==> config.mk <==
export PLATFORM = sky130hd
export DESIGN_NAME = seg7_scan_controller
export DESIGN_NICKNAME = d
export VERILOG_FILES = /design/src/rtl/seg7_pkg.sv /design/src/rtl/seg7_glyph_rom.sv /design/src/rtl/seg7_scan_controller.sv
export SDC_FILE = /design/constraint.sdc
export NUM_CORES = 1
export LEC_CHECK = 0
export BUFFER_PORTS_ARGS = -buffer_cell sky130_fd_sc_hd__buf_2
export CELL_PAD_IN_SITES_DETAIL_PLACEMENT = 0
export CELL_PAD_IN_SITES_GLOBAL_PLACEMENT = 1
export CORE_MARGIN = 3
export CORE_UTILIZATION = 40
export CTS_CLUSTER_DIAMETER = 50
export DETAILED_ROUTE_END_ITERATION = 10
export GPL_TIMING_DRIVEN = 0
export MAX_ROUTING_LAYER = met4
export PLACE_DENSITY = 0.73
export SKIP_CTS_REPAIR_TIMING = 1
export SYNTH_ARGS = -nofsm -noshare
export SYNTH_HDL_FRONTEND = slang
export SYNTH_HIERARCHICAL = 1
export SYNTH_SLANG_ARGS = --single-unit
==> constraint.sdc <==
create_clock -name clk -period 3.3 [get_ports clk]
set_input_delay 0.165 -clock clk [delete_from_list [all_inputs] [get_ports clk]]
set_output_delay 0.165 -clock clk [all_outputs]
set_load 0.005 [all_outputs]
==> src/rtl/seg7_pkg.sv <==
// Shared definitions for the seven-segment scan controller.
// Holds the active-low segment patterns (bit 0 = a ... bit 6 = g) and a
// helper that sizes the prescaler counter from the slot length.
// No ports; imported by seg7_glyph_rom and seg7_scan_controller.
package seg7_pkg;

    localparam logic [6:0] SEG_0    = 7'b1000000;
    localparam logic [6:0] SEG_1    = 7'b1111001;
    localparam logic [6:0] SEG_2    = 7'b0100100;
    localparam logic [6:0] SEG_3    = 7'b0110000;
    localparam logic [6:0] SEG_4    = 7'b0011001;
    localparam logic [6:0] SEG_5    = 7'b0010010;
    localparam logic [6:0] SEG_6    = 7'b0000010;
    localparam logic [6:0] SEG_7    = 7'b1111000;
    localparam logic [6:0] SEG_8    = 7'b0000000;
    localparam logic [6:0] SEG_9    = 7'b0010000;
    localparam logic [6:0] SEG_A    = 7'b0001000;
    localparam logic [6:0] SEG_B    = 7'b0000011;
    localparam logic [6:0] SEG_C    = 7'b1000110;
    localparam logic [6:0] SEG_D    = 7'b0100001;
    localparam logic [6:0] SEG_E    = 7'b0000110;
    localparam logic [6:0] SEG_F    = 7'b0001110;
    localparam logic [6:0] SEG_DASH = 7'b0111111;
    localparam logic [6:0] SEG_OFF  = 7'h7F;

    // Bits needed to count 0..div-1; never narrower than one bit.
    function automatic int prescWidth(input int div);
        int w;
        w = $clog2(div);
        return (w < 1) ? 1 : w;
    endfunction

endpackage

==> src/rtl/seg7_glyph_rom.sv <==
// Nibble to seven-segment glyph decoder (active-low, bit 0 = a).
// Ports:
//   nibble_i  - 4-bit code to display
//   hexMode_i - 1: codes 10-15 render as A,b,C,d,E,F; 0: they render as a dash
//   seg_o     - active-low segment pattern
module seg7_glyph_rom
    import seg7_pkg::*;
(
    input  logic [3:0] nibble_i,
    input  logic       hexMode_i,
    output logic [6:0] seg_o
);

    // Pure lookup; codes above 9 fall back to a dash outside hex mode.
    always_comb begin
        seg_o = SEG_DASH;
        case (nibble_i)
            4'h0: seg_o = SEG_0;
            4'h1: seg_o = SEG_1;
            4'h2: seg_o = SEG_2;
            4'h3: seg_o = SEG_3;
            4'h4: seg_o = SEG_4;
            4'h5: seg_o = SEG_5;
            4'h6: seg_o = SEG_6;
            4'h7: seg_o = SEG_7;
            4'h8: seg_o = SEG_8;
            4'h9: seg_o = SEG_9;
            4'hA: seg_o = hexMode_i ? SEG_A : SEG_DASH;
            4'hB: seg_o = hexMode_i ? SEG_B : SEG_DASH;
            4'hC: seg_o = hexMode_i ? SEG_C : SEG_DASH;
            4'hD: seg_o = hexMode_i ? SEG_D : SEG_DASH;
            4'hE: seg_o = hexMode_i ? SEG_E : SEG_DASH;
            4'hF: seg_o = hexMode_i ? SEG_F : SEG_DASH;
        endcase
    end

endmodule

==> src/rtl/seg7_scan_controller.sv <==
// Time-multiplexed driver for an N-digit common-anode seven-segment display.
// A load strobe captures a packed nibble word plus decimal points into a
// pending buffer; the buffer is copied into the displayed shadow copy only
// when the digit index wraps, so a frame never mixes old and new digits.
// Ports:
//   clk, rst_n  - clock and synchronous active-low reset
//   enable      - 1 scans; 0 darkens all anodes and freezes the scan position
//   blank_lz    - 1 blanks leading zero digits (digit 0 is always shown)
//   load        - one-cycle strobe capturing value/dp
//   value, dp   - packed nibbles (digit 0 rightmost) and per-digit points
//   seg, dp_n   - active-low segments and decimal point
//   an          - active-low anodes, one low at a time while scanning
//   frame_done  - one-cycle pulse after the index wraps back to digit 0
module seg7_scan_controller
    import seg7_pkg::*;
#(
    parameter int NUM_DIGITS = 8,
    parameter int CLK_DIV    = 100000,
    parameter int HEX_MODE   = 0
) (
    input  logic                    clk,
    input  logic                    rst_n,
    input  logic                    enable,
    input  logic                    blank_lz,
    input  logic                    load,
    input  logic [4*NUM_DIGITS-1:0] value,
    input  logic [NUM_DIGITS-1:0]   dp,
    output logic [6:0]              seg,
    output logic                    dp_n,
    output logic [NUM_DIGITS-1:0]   an,
    output logic                    frame_done
);

    localparam int PW = prescWidth(CLK_DIV);
    localparam int IW = $clog2(NUM_DIGITS);
    localparam logic [PW-1:0] PRESC_LAST = PW'(CLK_DIV - 1);
    localparam logic [IW-1:0] IDX_LAST   = IW'(NUM_DIGITS - 1);

    logic [PW-1:0]           prescale_q, prescale_d;
    logic [IW-1:0]           digitIdx_q, digitIdx_d;
    logic [4*NUM_DIGITS-1:0] pendingValue_q, pendingValue_d;
    logic [NUM_DIGITS-1:0]   pendingDp_q, pendingDp_d;
    logic                    pendingFlag_q, pendingFlag_d;
    logic [4*NUM_DIGITS-1:0] shadowValue_q, shadowValue_d;
    logic [NUM_DIGITS-1:0]   shadowDp_q, shadowDp_d;
    logic [6:0]              seg_q, seg_d;
    logic                    dpN_q, dpN_d;
    logic [NUM_DIGITS-1:0]   an_q, an_d;
    logic                    frameDone_q, frameDone_d;

    logic       tick;
    logic       wrap;
    logic [3:0] curNibble;
    logic       curDp;
    logic       curBlank;
    logic [6:0] glyph;

    // A disabled scanner never reaches terminal count, so it can never wrap.
    assign tick = enable && (prescale_q == PRESC_LAST);
    assign wrap = tick && (digitIdx_q == IDX_LAST);

    // Scan position: slot prescaler and digit index, both frozen while disabled.
    always_comb begin
        prescale_d = prescale_q;
        digitIdx_d = digitIdx_q;
        if (enable) begin
            if (tick) begin
                prescale_d = '0;
                digitIdx_d = (digitIdx_q == IDX_LAST) ? '0 : digitIdx_q + IW'(1);
            end else begin
                prescale_d = prescale_q + PW'(1);
            end
        end
    end

    // Double buffering. A load coinciding with the wrap goes straight to the
    // shadow so it is shown in the frame that starts now, not one frame later.
    always_comb begin
        pendingValue_d = pendingValue_q;
        pendingDp_d    = pendingDp_q;
        pendingFlag_d  = pendingFlag_q;
        shadowValue_d  = shadowValue_q;
        shadowDp_d     = shadowDp_q;
        if (load) begin
            pendingValue_d = value;
            pendingDp_d    = dp;
            pendingFlag_d  = 1'b1;
        end
        if (wrap) begin
            pendingFlag_d = 1'b0;
            if (load) begin
                shadowValue_d = value;
                shadowDp_d    = dp;
            end else if (pendingFlag_q) begin
                shadowValue_d = pendingValue_q;
                shadowDp_d    = pendingDp_q;
            end
        end
    end

    // Select the current digit from the shadow and decide whether it is a
    // leading zero: blanked only if it and every more significant nibble is 0.
    always_comb begin
        curNibble = '0;
        curDp     = 1'b0;
        curBlank  = blank_lz && (digitIdx_q != '0);
        for (int i = 0; i < NUM_DIGITS; i++) begin
            if (digitIdx_q == IW'(i)) begin
                curNibble = shadowValue_q[4*i +: 4];
                curDp     = shadowDp_q[i];
            end
            if ((IW'(i) >= digitIdx_q) && (shadowValue_q[4*i +: 4] != 4'h0)) begin
                curBlank = 1'b0;
            end
        end
    end

    seg7_glyph_rom uGlyph (
        .nibble_i  (curNibble),
        .hexMode_i (HEX_MODE != 0),
        .seg_o     (glyph)
    );

    // Next output values, registered so the pins lag the index by one cycle.
    always_comb begin
        an_d        = '1;
        seg_d       = SEG_OFF;
        dpN_d       = 1'b1;
        frameDone_d = wrap;
        if (enable && !curBlank) begin
            for (int i = 0; i < NUM_DIGITS; i++) begin
                if (digitIdx_q == IW'(i)) begin
                    an_d[i] = 1'b0;
                end
            end
            seg_d = glyph;
            dpN_d = ~curDp;
        end
    end

    // All state, cleared together by the synchronous reset.
    always_ff @(posedge clk) begin
        if (!rst_n) begin
            prescale_q     <= '0;
            digitIdx_q     <= '0;
            pendingValue_q <= '0;
            pendingDp_q    <= '0;
            pendingFlag_q  <= 1'b0;
            shadowValue_q  <= '0;
            shadowDp_q     <= '0;
            seg_q          <= SEG_OFF;
            dpN_q          <= 1'b1;
            an_q           <= '1;
            frameDone_q    <= 1'b0;
        end else begin
            prescale_q     <= prescale_d;
            digitIdx_q     <= digitIdx_d;
            pendingValue_q <= pendingValue_d;
            pendingDp_q    <= pendingDp_d;
            pendingFlag_q  <= pendingFlag_d;
            shadowValue_q  <= shadowValue_d;
            shadowDp_q     <= shadowDp_d;
            seg_q          <= seg_d;
            dpN_q          <= dpN_d;
            an_q           <= an_d;
            frameDone_q    <= frameDone_d;
        end
    end

    assign seg        = seg_q;
    assign dp_n       = dpN_q;
    assign an         = an_q;
    assign frame_done = frameDone_q;

endmodule
== Word level (Yosys, flattened, before mapping) ==
Cells that the tools add are included.
Widths: inputs -> output; s select.
Storage, ports and cells
  register bits: 118
  latch bits: 0
  memory bits (writable): 0
  memory bits (read-only): 0
  input bits: 45
  output and inout bits: 17
  logic and storage cells: 115
  memories kept: 0
Operators by class
  add/subtract/negate cells: 2
  $mul: 0
  div/mod/pow operators: 0
  magnitude comparators: 8
  equality and inequality tests: 23
  shift-type cells: 0
  mux-type cells: 39
  bitwise logic cells: 2
  reductions and logical operators: 30
Operator list (number)
  $pmux 7 s11: 1
  $mux 32: 2
  $eq 4x4->1 const B: 8
  $mux 4: 8
  $reduce_bool 4->1: 8
  $mux 1: 24
  $add 17x1->17 const B: 1
  $eq 17x17->1 const B: 1
  $mux 17: 1
  $eq 4x3->1 const B: 4
  $mux 8: 2
  $eq 3x3->1 const B: 4
  $ge 3x3->1 const A: 4
  $logic_and 1x1->1: 12
  $eq 4x2->1 const B: 2
  $eq 3x2->1 const B: 2
  $ge 1x3->1 const A: 2
  $ge 2x3->1 const A: 2
  $reduce_and 2->1: 3
  $reduce_or 6->1: 1
  $eq 4x1->1 const B: 1
  $logic_not 4->1: 1
  $add 3x1->3 const B: 1
  $eq 3x1->1 const B: 1
  7 further kinds: 8

== Logic depth before layout (Yosys ltp) ==
  depth after elaboration: 13
  depth in mapped cells: 14
  gate-level depth less buffers: 11

== By module ==
The synthesis kept the hierarchy.
Modules (own cells, without submodules)
  seg7_scan_controller: times used 1, cells an instance 505, area an instance 5207.5 µm², seq. area each 2362.3 µm²
  seg7_glyph_rom: times used 1, cells an instance 42, area an instance 337.8 µm², seq. area each 0.0 µm²

== Worst setup path after synthesis ==
Ideal clock, no wire load.
  kind: register -> register
  from: register prescale_q[3]
  to: register shadowDp_q[0]
  setup time: 0.121 ns
  arrival time: 2.396 ns
  required time: 3.179 ns
  slack: 0.783 ns
  cell stages (with the launch flop): 9
  path buffers: 3
  period minus slack after synthesis: 2.517 ns
  cell sequence: dfxtp_1 -> nand2_1 -> or4b_1 -> or4_1 -> buf_2 -> or2_1 -> buf_6 -> buf_6 -> mux2_4
On the way
  word-level cells in the longest chain between the ends: 4
Ends and longest elaborated chain
  from (decl): line seg7_scan_controller.sv:39  | logic [PW-1:0] prescale_q, prescale_d;
  from (signal assigned): line seg7_scan_controller.sv:156  | prescale_q <= prescale_d;
  $eq 17x17->1: line seg7_scan_controller.sv:59  | assign tick = enable && (prescale_q == PRESC_LAST);
  $logic_and 1x1->1: line seg7_scan_controller.sv:59
  $logic_and 1x1->1: line seg7_scan_controller.sv:60  | assign wrap = tick && (digitIdx_q == IDX_LAST);
  $reduce_and 2->1 (no source line)
  to (signal assigned): line seg7_scan_controller.sv:162  | shadowDp_q <= shadowDp_d;
  to (decl): line seg7_scan_controller.sv:45  | logic [NUM_DIGITS-1:0] shadowDp_q, shadowDp_d;
Every way passes these cells.
A chain may end at the register's enable or synchronous reset.

== Worst setup path after layout ==
  from: register digitIdx_q[0]
  to: register seg_q[1], in the netlist seg[1]
On the way
  elaborated cells on any way between the ends: 63
  those cells by class: 8 x order compare; 22 x eq/ne; 17 x mux; 16 x reduce/logical
RTL lines
  from (decl): line seg7_scan_controller.sv:40  | logic [IW-1:0] digitIdx_q, digitIdx_d;
  from (signal assigned): line seg7_scan_controller.sv:157  | digitIdx_q <= digitIdx_d;
  $logic_not 3->1: line seg7_scan_controller.sv:108  | if (digitIdx_q == IW'(i)) begin
  $mux 4 (7 in a row): line seg7_scan_controller.sv:108
  $mux 4 *: line seg7_scan_controller.sv:108
  named net curNibble[1]: line seg7_scan_controller.sv:53  | logic [3:0] curNibble;
  $eq 4x4->1: line seg7_glyph_rom.sv:17  | case (nibble_i)
  $reduce_or 6->1 (no source line)
  $pmux 7 s11 *: line seg7_glyph_rom.sv:17
  named net glyph[1]: line seg7_scan_controller.sv:56  | logic [6:0] glyph;
  to (signal assigned): line seg7_scan_controller.sv:163  | seg_q <= seg_d;
  to (decl): line seg7_scan_controller.sv:46  | logic [6:0] seg_q, seg_d;
Mark *: on every way through the listed nets, which the timed path passes. The rest lies on a longest branch.

==> impl_metrics.yaml <==
routing:
  wl_mm: 12.14
  antenna_left: 0
  firstDrtPassIters: 4
  dr.first_iter.drc_count: 199
  vias: 4023
  drc: 0
  wl_per_cell_um: 14.85
  vias_per_cell: 4.924
yosys:
  synth_edf_count: 0
  synth_compound_area_share_pct: 8.100
  synth-adder-area-share_pct: 1.128
  synthArstFlopShare_pct: 0
  synth_top_cell_by_area: "dfxtp_1"
  ys_top_cells_by_area: "dfxtp_1, mux2_4, mux2i_1, and2_1, nor2b_1"
  synth-main-ff-cell: "dfxtp_1"
  syn_area_um2: 5545
  muxShareOfSynthArea_pct: 18.50
  synth-simple-area-share_pct: 22.13
  synth_cells: 547
  synth_top_family_by_area: "simple AND/OR/NAND/NOR gates"
  yosys_warnings: 6
  seq_area_frac_synth_pct: 42.60
  yosysUniqueCellTypes: 58
  synth-seq-cells: 118
  syn_avg_cell_area_um2: 10.14
  synth_top_area_share_pct: 42.60
  synth_xor_xnor_area_share_pct: 2.685
timing:
  fin_worst_skew_ns: 0.006924
  fin_crit_sh_pct: 90.94
  fin_crit_ns: 3.001
  fmax_ghz: 0.3332
  fin_tns_setup_ns: 0
  maxSlewViolCount: 0
  max_slew.worst_pin.slew_ns: 0.9074
  hold_violations: 0
  slew_headroom_pct: 38.95
  hold_slack_ns: 0.07954
  rsz0062_at_grt: "false"
  setup_violations: 0
placement:
  placed_cells: 786
  portBuffers: 58
  gp_congestion: 0.8615
  dp_hpwl_mm: 8.921
  place_area_um2: 6075
grt:
  antenna_found_initial: 0
  grt_pass1_wl_mm: 19.72
  grt_use_total_pct: 16.99
  grt_pass1_vias: 3957
  grt_overflow: 0
  grt_max_degree: 17
setup_path:
  path_class: "reg2reg"
  path_cells: "nor2b_1 > clkbuf_1 > nand2_1 > a311oi_1 > a211oi_1 > o211ai_1 > inv_1 > mux2i_1 > a221oi_2 > nand2b_1"
  critPathArrivalTime_ns: 3.28
  crit_slowest_cell: "o211ai_1"
  slowest_delay_ns: 0.57
  critPathCaptureType: "flop"
  crit_family: "compound AO/OA/AOI/OAI gates"
  r2r_slack_ns: 0.30
  cp_num_buf_inv: 2
  crit_path_max_fanout: 10
  cp.required_ns: 3.57
  start_kind: "flop"
cells_and_area:
  layout_common_cells: "dfxtp_1, buf_2, and2_1, nor2b_1"
  drive_gt1_share_pct: 24.49
  layout.cells.most_common: "dfxtp_1"
  final_cell_area_um2: 6655
  seqCellArea_um2: 2362
  fin_nets: 679
  finalNonFillerCells: 817
  fill_cells: 1273
  diodes: 0
  multiInputGateArea_um2: 2937
  area_delta_synth_final_pct: 20.01
clock_network:
  insertion_delay_ns: 0.41
  htreeDepth: 4
  clk_path_buf_depth: 2
  clock-root-buffer: "clkbuf_16"
  cts_tree: "done"
  cts_buffers: 17
  clock_sinks: 118
  clk_pin_slew_ns: 0.05
die:
  dieArea_um2: 15310
  io_pins: 62
  fp-row-count: 42
  die_h_um: 123.7
  initial_core_util_pct: 41.38
  core_area_um2: 13400
  fp.dieW_um: 123.7
min_path:
  min_path_type: "in2reg"
power_and_ir_drop:
  p_leak_nw: 2.814
  p_per_area_nw_per_um2: 512.6
  ir_drop_v: 0.0004694
  p_total_mw: 3.412
job:
  max-cap-violations: 0
outcome:
  status: "complete, no violations"
## registers in the layout, summed over array words and instances, names as in the netlist
name,count
dp_n,1
shadowDp_q,8
prescale_q,17
shadowValue_q,32
frame_done,1
pendingValue_q,32
an,8
pendingDp_q,8
pendingFlag_q,1
seg,7
digitIdx_q,3
## per-layer routing
layer / wire (µm) / share of wire [%] / GRT usage (%)
met5: 0 / 0 / -
met4: 178 / 1.5 / 5.536
met3: 512 / 4.2 / 4.768
met2: 5560 / 46 / 26.06
met1: 5884 / 48 / 21.71
## logic make-up after synthesis
group | count (synthesis)
muxes | 82
adders and majority gates | 5
xor gates and xnor gates | 17
other | 1
DFF | 118
buffers and inverters | 47
AOI/OAI and AO/OA | 58
and+or+nand+nor | 219
## synth_stat cells, types with 2 or more instances
cell	n
a221oi_2	2
nand3b_1	5
xnor2_1	9
or3_1	2
nor2_1	26
o221ai_1	5
mux2_4	41
clkbuf_1	23
o211ai_1	7
o22ai_1	2
nor2b_1	43
nand2b_1	12
o21ai_2	2
and4_1	3
mux2i_1	41
dfxtp_1	118
nand3_1	17
buf_6	8
and2_1	44
a21boi_0	5
xor2_1	8
buf_4	3
a31o_2	4
or2_2	2
a311oi_1	4
ha_1	5
nand2_1	35
buf_1	5
a211oi_1	5
inv_1	5
and3_1	4
o21ai_0	5
a21oi_1	7
nand4_1	8
nor4_1	9
## cell type report
type | count | share of cell area (%)
buffer | 41 | 3.666
clock buffer | 20 | 6.712
clock inverter | 11 | 1.993
inverter | 6 | 0.3384
multi-input combinational | 387 | 44.12
sequential | 118 | 35.50
tap | 176 | 3.309
timing repair buffer | 58 | 4.362
## worst paths after layout
| path | from | to | cells after the start |
|---|---|---|---|
| setup / recovery | digitIdx_q[0] | seg[1] | 10 |
| hold / removal | dp[2] | pendingDp_q[2] | 3 |
| setup reg to reg | digitIdx_q[0] | seg[1] | 10 |
| hold reg to reg | prescale_q[16] | prescale_q[16] | 2 |
## worst reg2reg max path: cells and delay by family, from the launching register on
kind / cells / cell delay, ns
and+or+nand+nor: 3 / 0.52
buffers and inverters: 2 / 0.58
muxes: 1 / 0.21
AOI/OAI and AO/OA: 4 / 1.04
DFF: 1 / 0.53
## power by group
part / internal [mW] / switching, mW
combinational: 0.0674 / 0.0755
sequential: 1.46 / 0.0104
clock: 1.19 / 0.605
total: 2.72 / 0.691
## metrics by stage
step	setup WS, ns	utilization, %
2_1_floorplan	0.7825	-
3_3_place_gp	0.2416	45.33
3_5_place_dp	0.1839	45.33
4_1_cts	0.1673	49.65
5_1_grt	0.05921	49.66
6_report	0.2990	49.66
No activity file was read; power rests on OpenSTA's default activity.
